--- src/rtl/bowling_pkg.sv ---
// Shared definitions for the bowling game datapath: game state encoding
// (also used by the aim, power and pin stages) and per-throw constants.
package bowling_pkg;

   typedef enum logic [1:0] {
      AIMPOWER    = 2'b00,
      CALCULATE   = 2'b01,
      UPDATE_GAME = 2'b10,
      GAME_OVER   = 2'b11
   } game_state_t;

   localparam logic [2:0] TARGET_SEED  = 3'b010;
   localparam logic [1:0] STRIKE_PINS  = 2'd3;
   localparam int         STRIKE_BONUS = 1;

endpackage

--- src/rtl/game_sequencer_if.sv ---
// Handshake/status bundle between the game sequencer and its neighbours:
// per-throw events come in, game state and round control go out.
interface game_sequencer_if
   import bowling_pkg::*;
#(
   parameter int SCORE_W = 6
);

   logic               onesec_enable;
   logic               power_done;
   logic               throw_done;
   logic [1:0]         pins_down;
   logic               new_game;
   game_state_t        game_state;
   logic               round_reset;
   logic [2:0]         rand_target;
   logic [3:0]         frame;
   logic [SCORE_W-1:0] score;
   logic               strike;

   modport master (
      output onesec_enable, power_done, throw_done, pins_down, new_game,
      input  game_state, round_reset, rand_target, frame, score, strike
   );

   modport slave (
      input  onesec_enable, power_done, throw_done, pins_down, new_game,
      output game_state, round_reset, rand_target, frame, score, strike
   );

endinterface

--- src/rtl/target_rotator.sv ---
// 3-bit one-hot target lane register: seeded on reset/new game, rotated
// left once per completed throw. Starting from a one-hot seed it can
// never reach 000.
module target_rotator
   import bowling_pkg::*;
(
   input  logic       CLOCK_50,
   input  logic       reset,
   input  logic       load,
   input  logic       advance,
   output logic [2:0] target
);

   // Seed load has priority over rotation.
   always_ff @(posedge CLOCK_50 or negedge reset) begin
      if (!reset) begin
         target <= TARGET_SEED;
      end else if (load) begin
         target <= TARGET_SEED;
      end else if (advance) begin
         target <= {target[1:0], target[2]};
      end
   end

endmodule

--- src/rtl/game_sequencer.sv ---
// Round/frame sequencer: steps each throw through aim/power entry, pin
// resolution and settle, then the one-cycle score update; issues the
// round_reset re-arm pulse and the target lane for the next round.
//
// state       | meaning
// ------------+-----------------------------------------------------------
// AIMPOWER    | waiting for power_done (aim and power final)
// CALCULATE   | throw phase: waiting for throw_done;
//             | settle phase: counting onesec ticks while pins clear
// UPDATE_GAME | one cycle: score/frame/target update, round_reset pulse
// GAME_OVER   | all frames thrown; only new_game is honoured
module game_sequencer
   import bowling_pkg::*;
#(
   parameter int NUM_FRAMES   = 10,
   parameter int SETTLE_TICKS = 2,
   parameter int SCORE_W      = 6
)(
   input  logic             CLOCK_50,
   input  logic             reset,
   game_sequencer_if.slave  bus
);

   localparam int CNT_W = (SETTLE_TICKS > 1) ? $clog2(SETTLE_TICKS + 1) : 1;
   localparam int SUM_W = SCORE_W + 3;
   localparam logic [SUM_W-1:0] SCORE_MAX = {3'b000, {SCORE_W{1'b1}}};

   game_state_t        state_q, state_d;
   logic               settle_q, settle_d;
   logic [CNT_W-1:0]   cnt_q, cnt_d;
   logic [1:0]         pins_q, pins_d;
   logic [SCORE_W-1:0] score_q;
   logic [3:0]         frame_q;
   logic               round_reset_q;
   logic               strike_q;

   logic               tick_last;
   logic [3:0]         frame_next;
   logic [SUM_W-1:0]   score_sum;
   logic [SCORE_W-1:0] score_next;

   assign tick_last  = (int'(cnt_q) == SETTLE_TICKS - 1);
   assign frame_next = frame_q + 4'd1;
   assign score_sum  = {3'b000, score_q} + SUM_W'(pins_q)
                     + ((pins_q == STRIKE_PINS) ? SUM_W'(STRIKE_BONUS) : '0);
   assign score_next = (score_sum > SCORE_MAX) ? {SCORE_W{1'b1}}
                                               : score_sum[SCORE_W-1:0];

   // Next-state logic; new_game overrides every other event in the cycle.
   always_comb begin
      state_d  = state_q;
      settle_d = settle_q;
      cnt_d    = cnt_q;
      pins_d   = pins_q;
      if (bus.new_game) begin
         state_d  = AIMPOWER;
         settle_d = 1'b0;
         cnt_d    = '0;
         pins_d   = '0;
      end else begin
         case (state_q)
            AIMPOWER: begin
               if (bus.power_done) begin
                  state_d  = CALCULATE;
                  settle_d = 1'b0;
               end
            end
            CALCULATE: begin
               if (!settle_q) begin
                  // A tick coincident with throw_done is deliberately not counted.
                  if (bus.throw_done) begin
                     pins_d = bus.pins_down;
                     cnt_d  = '0;
                     if (SETTLE_TICKS == 0) begin
                        state_d = UPDATE_GAME;
                     end else begin
                        settle_d = 1'b1;
                     end
                  end
               end else if (bus.onesec_enable) begin
                  if (tick_last) begin
                     state_d  = UPDATE_GAME;
                     settle_d = 1'b0;
                  end else begin
                     cnt_d = cnt_q + CNT_W'(1);
                  end
               end
            end
            UPDATE_GAME: begin
               state_d = (frame_next == 4'(NUM_FRAMES)) ? GAME_OVER : AIMPOWER;
            end
            default: begin
               state_d = state_q;
            end
         endcase
      end
   end

   // FSM, settle counter and latched pin count.
   always_ff @(posedge CLOCK_50 or negedge reset) begin
      if (!reset) begin
         state_q  <= AIMPOWER;
         settle_q <= 1'b0;
         cnt_q    <= '0;
         pins_q   <= '0;
      end else begin
         state_q  <= state_d;
         settle_q <= settle_d;
         cnt_q    <= cnt_d;
         pins_q   <= pins_d;
      end
   end

   // Score/frame registers and the pulses, registered so they coincide
   // with the UPDATE_GAME state cycle.
   always_ff @(posedge CLOCK_50 or negedge reset) begin
      if (!reset) begin
         score_q       <= '0;
         frame_q       <= '0;
         round_reset_q <= 1'b0;
         strike_q      <= 1'b0;
      end else begin
         round_reset_q <= bus.new_game || (state_d == UPDATE_GAME);
         strike_q      <= !bus.new_game && (state_d == UPDATE_GAME)
                          && (pins_d == STRIKE_PINS);
         if (bus.new_game) begin
            score_q <= '0;
            frame_q <= '0;
         end else if (state_q == UPDATE_GAME) begin
            score_q <= score_next;
            frame_q <= frame_next;
         end
      end
   end

   target_rotator u_target_rotator (
      .CLOCK_50 (CLOCK_50),
      .reset    (reset),
      .load     (bus.new_game),
      .advance  (!bus.new_game && (state_q == UPDATE_GAME)),
      .target   (bus.rand_target)
   );

   assign bus.game_state  = state_q;
   assign bus.round_reset = round_reset_q;
   assign bus.strike      = strike_q;
   assign bus.score       = score_q;
   assign bus.frame       = frame_q;

endmodule

--- src/flat_wrapper.sv ---
// flat-port wrapper written by rule: the top's interface ports become plain ports
module game_sequencer_flat import bowling_pkg::*;
#(
   parameter int NUM_FRAMES   = 10,
   parameter int SETTLE_TICKS = 2,
   parameter int SCORE_W      = 6
)
  (CLOCK_50, reset, bus_onesec_enable, bus_power_done, bus_throw_done, bus_pins_down, bus_new_game, bus_game_state, bus_round_reset, bus_rand_target, bus_frame, bus_score, bus_strike);
  game_sequencer_if #(.SCORE_W(SCORE_W)) bus_i ();
  input  logic CLOCK_50;
  input  logic reset;
  input wire logic [$bits(bus_i.onesec_enable)-1:0] bus_onesec_enable;
  input wire logic [$bits(bus_i.power_done)-1:0] bus_power_done;
  input wire logic [$bits(bus_i.throw_done)-1:0] bus_throw_done;
  input wire logic [$bits(bus_i.pins_down)-1:0] bus_pins_down;
  input wire logic [$bits(bus_i.new_game)-1:0] bus_new_game;
  output wire logic [$bits(bus_i.game_state)-1:0] bus_game_state;
  output wire logic [$bits(bus_i.round_reset)-1:0] bus_round_reset;
  output wire logic [$bits(bus_i.rand_target)-1:0] bus_rand_target;
  output wire logic [$bits(bus_i.frame)-1:0] bus_frame;
  output wire logic [$bits(bus_i.score)-1:0] bus_score;
  output wire logic [$bits(bus_i.strike)-1:0] bus_strike;
  assign bus_i.onesec_enable = bus_onesec_enable;
  assign bus_i.power_done = bus_power_done;
  assign bus_i.throw_done = bus_throw_done;
  assign bus_i.pins_down = bus_pins_down;
  assign bus_i.new_game = bus_new_game;
  assign bus_game_state = bus_i.game_state;
  assign bus_round_reset = bus_i.round_reset;
  assign bus_rand_target = bus_i.rand_target;
  assign bus_frame = bus_i.frame;
  assign bus_score = bus_i.score;
  assign bus_strike = bus_i.strike;
  game_sequencer #(.NUM_FRAMES(NUM_FRAMES), .SETTLE_TICKS(SETTLE_TICKS), .SCORE_W(SCORE_W)) u_core (.CLOCK_50(CLOCK_50), .reset(reset), .bus(bus_i));
endmodule
--- config.mk ---
export PLATFORM = sky130hd
export DESIGN_NAME = game_sequencer_flat
export DESIGN_NICKNAME = d
export VERILOG_FILES = /design/src/rtl/bowling_pkg.sv /design/src/rtl/game_sequencer_if.sv /design/src/rtl/target_rotator.sv /design/src/rtl/game_sequencer.sv /design/src/flat_wrapper.sv
export SDC_FILE = /design/constraint.sdc
export NUM_CORES = 1
export LEC_CHECK = 0
export ABC_AREA = 1
export BUFFER_PORTS_ARGS = -buffer_cell sky130_fd_sc_hd__buf_2
export CORE_UTILIZATION = 58
export DETAILED_ROUTE_END_ITERATION = 10
export GPL_ROUTABILITY_DRIVEN = 1
export GPL_TIMING_DRIVEN = 0
export MAX_ROUTING_LAYER = met4
export PLACE_DENSITY = 0.83
export SLEW_MARGIN = 20
export SYNTH_ARGS = -nofsm -noshare
export SYNTH_HDL_FRONTEND = slang
export SYNTH_HIERARCHICAL = 1
export SYNTH_SLANG_ARGS = --single-unit
--- constraint.sdc ---
create_clock -name CLOCK_50 -period 4.2 [get_ports CLOCK_50]
set_clock_uncertainty 0.1 [all_clocks]
set_input_delay 0.63 -clock CLOCK_50 [delete_from_list [all_inputs] [get_ports CLOCK_50]]
set_output_delay 0.63 -clock CLOCK_50 [all_outputs]
set_load 0.05 [all_outputs]
==> impl_metrics.toml, run 1 <==
[power_and_ir_drop]
p_leak_nw = 0.800
switching_power_mw = 0.0983
combPwrFrac = 0.120
p_seq_frac = 0.604
switching_share = 0.271
power.share.clock = 0.276
p_int_mw = 0.265
p_per_area_nw_per_um2 = 249
vdd_drop_max_uv = 178

[worst_setup_path]
critical_path.max_fanout = 4
crit_type = "flop to flop"
timing.rr.end = "u_core/bus.score[2]"
cp-end-kind = "flop"
rrSetupSlack_ps = 2050
cp-endpoint = "u_core/bus.score[2]"
reg2reg_from = "u_core/pins_q[1]"
setup.worst_path.start = "u_core/pins_q[1]"
startpoint_type = "flop"
cp_cell_sequence = "nand2_1, fa_1, fa_1, nor2_2, nand2_2, nor2_4, nand2_2, o21ai_1, nand2_1, o21ai_1"
r2r_cells = 10
cpMaxStageDelayCell = "dfrtp_1"
crit_arrival_ps = 2300
slowest_delay_ps = 410
crit_required_ps = 4350

[finish]
fin_nets = 210
nFillCells = 170
multi_input_area_um2 = 597
drive_above_1_share = 0.241
diodes = 0
seq_area_um2 = 552
areaGrowthSynthToFinish_pct = 14.1
stdcell_count = 222
final_util = 0.723

[detailed_routing]
drt-total-wl_mm = 2.58
vias_per_cell = 5.24
drt_iter0_drc = 30
dr_wl_met2_mm = 1.26
wl_met1_mm = 1.18
drt_pass1_iterations = 4
met3_wirelength_um = 105
detail_route.wl_per_cell_um = 11.6
drcViolationCount = 0
vias = 1164
topRoutingLayerUsed = "met4"
ant_nets = 0

[clock_tree]
clk_latency_ps = 310
cts_setup_buffers = 0
cts-root-buf = "clkbuf_4"
clock_path_buffers = 2
cts_hold_buf = 0
cts_resized = 0
clk_pin_slew_ps = 120
cts_tree = "done"
cts.sinks = 22
cts_max_level = 1
numCtsBuffers = 3

[placed_design]
port_buffers = 24
hpwl_mm = 2.00
gp_congestion = 0.838
numPlacedInstances = 218

[logic_synthesis]
synth_top_cell_by_area = "dfrtp_1"
ys_seq_area_frac = 0.431
synth_cell_type_count = 23
synthCells = 167
synth_nets = 181
ys_warn_count = 6
synth-seq-cells = 22
synth_top_area_frac = 0.410
syn_area_um2 = 1280
synthTopCellsByArea = "dfrtp_1 41%, nand2_1 14%, inv_1 7.3%"
postSynthAreaPerCell_um2 = 7.67

[sta]
max_slew_margin = 0.682
fin_crit_ps = 2150
setup_viol = 0
fin_tns_setup_ps = 0
fin_crit_sh = 0.513
hold_violations = 0
final_max_slew_viol_count = 0
rsz0062_at_grt = "no"
max_freq_mhz = 465
tightest_slew_ps = 478

[floorplan]
fp.dieArea_um2 = 2400
fp.dieH_um = 49
die_width_um = 49
start_util = 0.634
core_area_um2 = 2020
rows = 16
ios = 25

[run]
drv_cap = 0

[global_route]
grt_pass1_wl_mm = 4.66
grt_max_degree = 23
grt_pass1_vias = 1167
overflow = 0
grt_usage = 0.260
antenna_found_initial = 0

[outcome]
status = "finished clean"

[min_path]
holdCritPathClass = "input pin to asynchronous set/reset pin"
==> kinds of logic after synthesis <==
group,count (synthesis),share of synthesized area
buf+inv,35,0.104
simple gates,88,0.325
fa+ha+maj,6,0.0703
compound gates,16,0.0703
flops,22,0.431
==> per-stage QoR <==
step           hold WS, ps  cell area, um^2  setup WS [ps]  total power, mW
2_1_floorplan          234             1280           1810            0.252
3_3_place_gp           362             1440           2130            0.265
3_5_place_dp           383             1440           2070            0.267
4_1_cts                175             1460           2050            0.367
5_1_grt                194             1460           1930            0.381
6_report               157             1460           2050            0.363
==> cell usage in the layout, fill, tap and decap left out <==
cell / n
nand2_1: 47
buf_2: 25
inv_1: 25
dfrtp_1: 21
nand3_1: 14
nor2_1: 10
inv_2: 8
o21ai_1: 8
nand4_1: 6
a21oi_1: 5
nand2_2: 4
ha_1: 4
clkbuf_4: 3
nor3_2: 2
nor2_2: 2
fa_1: 2
clkbuf_1: 1
clkinv_1: 1
nor2_8: 1
nor2_4: 1
o32ai_1: 1
and2_1: 1
o211a_1: 1
o22ai_1: 1
dfstp_2: 1
==> worst min path at each step <==
stage | end | slack [ps]
global placement | u_core/cnt_q[1] | 360
CTS | u_core/bus.score[4] | 170
global route | u_core/bus.score[4] | 190
finish | u_core/bus.score[3] | 160
detailed placement | u_core/u_target_rotator/target[1] | 380
floorplan | u_core/bus.frame[0] | 230
==> power groups by stage <==
stage	Clock [mW]	Combinational, mW	Sequential [mW]
final	0.100	0.0437	0.219
after global routing	0.112	0.0488	0.220
after CTS	0.103	0.0438	0.219
after detailed placement	0	0.0437	0.224
after global placement	0	0.0416	0.223
after floorplan	0	0.0236	0.228
==> worst max-delay path: cells and delay by family, from the launching register on <==
family                     cells  cell delay, ps
AOI/OAI and AO/OA              2             160
adders and majority gates      2             820
DFF                            1             410
and+or+nand+nor                6             600
==> layer usage <==
metal / GRT usage / vias up
met1: 0.293 / 538
met4: 0.118 / 0
li1: - / 577
met5: - / -
met2: 0.458 / 44
met3: 0.0312 / 5
==> state kept, by name (all words and copies together) (netlist names) <==
signal	cells
u_core/bus.score	6
u_core/bus.frame	4
u_core/u_target_rotator/target	3
u_core/bus.game_state	2
u_core/cnt_q	2
u_core/pins_q	2
u_core/bus.round_reset	1
u_core/bus.strike	1
u_core/settle_q	1
==> final cells by class <==
class                      count  area share
sequential                    22       0.378
clock buffer                   4      0.0180
tap                           27      0.0231
multi-input combinational    110       0.408
timing repair buffer          24      0.0822
inverter                      34      0.0873
buffer                         1     0.00342
==> cell usage after synthesis, drive strengths merged <==
library cell,n
dfstp,1
clkinv,1
ha,4
inv,33
o211a,1
o32ai,1
nand2,51
nor2,14
nand3,14
buf,1
o21ai,8
o22ai,1
nand4,6
fa,2
nor3,2
dfrtp,21
and2,1
a21oi,5
Note: power is estimated with default switching activity, not from simulation.
==> run 2, diff against run 1 <==
--- a/config.mk
+++ b/config.mk
@@ -7,12 +7,13 @@
 export LEC_CHECK = 0
 export ABC_AREA = 1
 export BUFFER_PORTS_ARGS = -buffer_cell sky130_fd_sc_hd__buf_2
-export CORE_UTILIZATION = 58
+export CORE_ASPECT_RATIO = 2
+export CORE_UTILIZATION = 48
 export DETAILED_ROUTE_END_ITERATION = 10
 export GPL_ROUTABILITY_DRIVEN = 1
 export GPL_TIMING_DRIVEN = 0
 export MAX_ROUTING_LAYER = met4
-export PLACE_DENSITY = 0.83
+export PLACE_DENSITY = 0.74
 export SLEW_MARGIN = 20
 export SYNTH_ARGS = -nofsm -noshare
 export SYNTH_HDL_FRONTEND = slang
==> constraint.sdc (replaced) <==
create_clock -name CLOCK_50 -period 1.8 [get_ports CLOCK_50]
set_clock_uncertainty 0.1 [all_clocks]
set_input_delay 0.27 -clock CLOCK_50 [delete_from_list [all_inputs] [get_ports CLOCK_50]]
set_output_delay 0.27 -clock CLOCK_50 [all_outputs]
set_load 0.05 [all_outputs]
==> run 2 against run 1 <==
  * The run now ends with setup timing left
  * Power rose to 2.5 times the previous value
  * Register-to-register slack worse by 2200 ps
  * Setup slack lost 2200 ps
  * Clock power grew to 3.1 times the previous value
  * Largest power group unchanged
  * Highest routed layer unchanged
==> impl_metrics.toml, run 2 (synthesis gave the netlist of run 1 again) <==
[clock_tree]
clk_latency_ps = 260
cts-root-buf = "clkbuf_8"
clock_path_buffers = 2
cts_max_level = 1
clk_pin_slew_ps = 70
cts.sinks = 22
numCtsBuffers = 3
cts_tree = "done"

[finish]
final_cell_mix = "46 x nand2_1, 25 x buf_2, 24 x inv_1"
multi_input_area_um2 = 627
seq_area_um2 = 553
drive_above_1_share = 0.294
mostFrequentLayoutCell = "nand2_1"
stdcell_count = 229
nFillCells = 220
largest_reg_flops = 6
areaGrowthSynthToFinish_pct = 22.1
fin_nets = 216
diodes = 0
final_util = 0.616
fin_area_um2 = 1560

[power_and_ir_drop]
switching_share = 0.249
power.share.clock = 0.330
combPwrFrac = 0.117
power_mw = 0.925
p_seq_frac = 0.553
p_leak_nw = 0.872
vdd_drop_max_uv = 480
p_per_area_nw_per_um2 = 592
p_int_mw = 0.695
switching_power_mw = 0.231

[placed_design]
placed_area_um2 = 1440
hpwl_mm = 2.05
gp_congestion = 0.797
numPlacedInstances = 219
port_buffers = 24
dp_slack_ps = -267

[global_route]
grt_pass1_wl_mm = 4.52
grt_pass1_vias = 1154
antenna_found_initial = 0
grt_usage = 0.222
overflow = 0
grt_max_degree = 23

[detailed_routing]
vias_per_cell = 5.11
vias = 1170
drcViolationCount = 0
drt_pass1_iterations = 4
detail_route.wl_per_cell_um = 11.6
drt-total-wl_mm = 2.67
drt_iter0_drc = 34
ant_nets = 0

[floorplan]
die_width_um = 38.5
rows = 26
fp.dieArea_um2 = 2890
start_util = 0.505
ios = 25
core_area_um2 = 2540
fp.dieH_um = 75.1

[sta]
max_freq_mhz = 502
hold_ws_ps = 194
max_slew_margin = 0.670
tightest_slew_ps = 494
rsz0062_at_grt = "yes"
fin_ws_ps = -193
fin_crit_sh = 1.11
setup_viol = 6
hold_violations = 0
fin_crit_ps = 1990
fin_tns_setup_ps = -1030
final_max_slew_viol_count = 0

[worst_setup_path]
startpoint_type = "flop"
crit_arrival_ps = 2070
crit_required_ps = 1880
crit_type = "flop to flop"
setup.worst_path.start = "u_core/pins_q[0]"
cp-end-kind = "flop"
reg2reg_from = "u_core/pins_q[0]"
critical_path.max_fanout = 4

[outcome]
violations = "setup timing"
status = "finished, violations left"

[min_path]
hp-start = "bus_new_game"
holdCritPathClass = "input pin to flop"

[run]
drv_cap = 0
==> run 2: routing by layer <==
metal,wire length (um),track usage
met5,0,-
met4,26,0.111
met3,53,0.0206
met2,1480,0.394
met1,1100,0.229
==> run 2: area by class of cell <==
type,count,area share
buffer,1,0.00320
clock buffer,4,0.0288
inverter,34,0.0816
multi-input combinational,110,0.401
sequential,22,0.354
tap,28,0.0224
timing repair buffer,30,0.110
==> run 2: timing repair <==
item                                    4_1_cts  5_1_grt
pin swaps                                     4        3
hold buffers                                  1        0
resized for setup                             1        6
endpoints found under the hold margin        21        0
buffers inserted                              4        1
endpoints found under the setup margin        6        6
==> run 2: worst max-delay path, cell delays in order (launching register included) <==
cell	delay, ps
dfrtp_1	400
nand2_2	80
fa_2	370
fa_2	380
nor2_4	140
nand2_4	80
nor2_4	110
nand2_4	80
nand2_1	70
nand2_1	40
o21ai_1	80
==> run 2: final timing paths <==
path                            cells past startpoint                                end  slack (ps)
worst min register to register                      2  u_core/u_target_rotator/target[1]         400
worst max register to register                     10                u_core/bus.score[0]        -190
min in group asynchronous                           2                u_core/bus.score[5]         400
max in group asynchronous                           2                u_core/bus.score[0]         830
worst max-delay path                               10                u_core/bus.score[0]        -190
worst min-delay path                                3  u_core/u_target_rotator/target[1]         190
==> run 2: power by group through the flow <==
stage	Sequential, mW	Combinational, mW	Clock (mW)
after CTS	0.510	0.109	0.317
final	0.512	0.109	0.305
after detailed placement	0.522	0.102	0
after global routing	0.513	0.123	0.341
after global placement	0.521	0.0990	0
after floorplan	0.532	0.0553	0
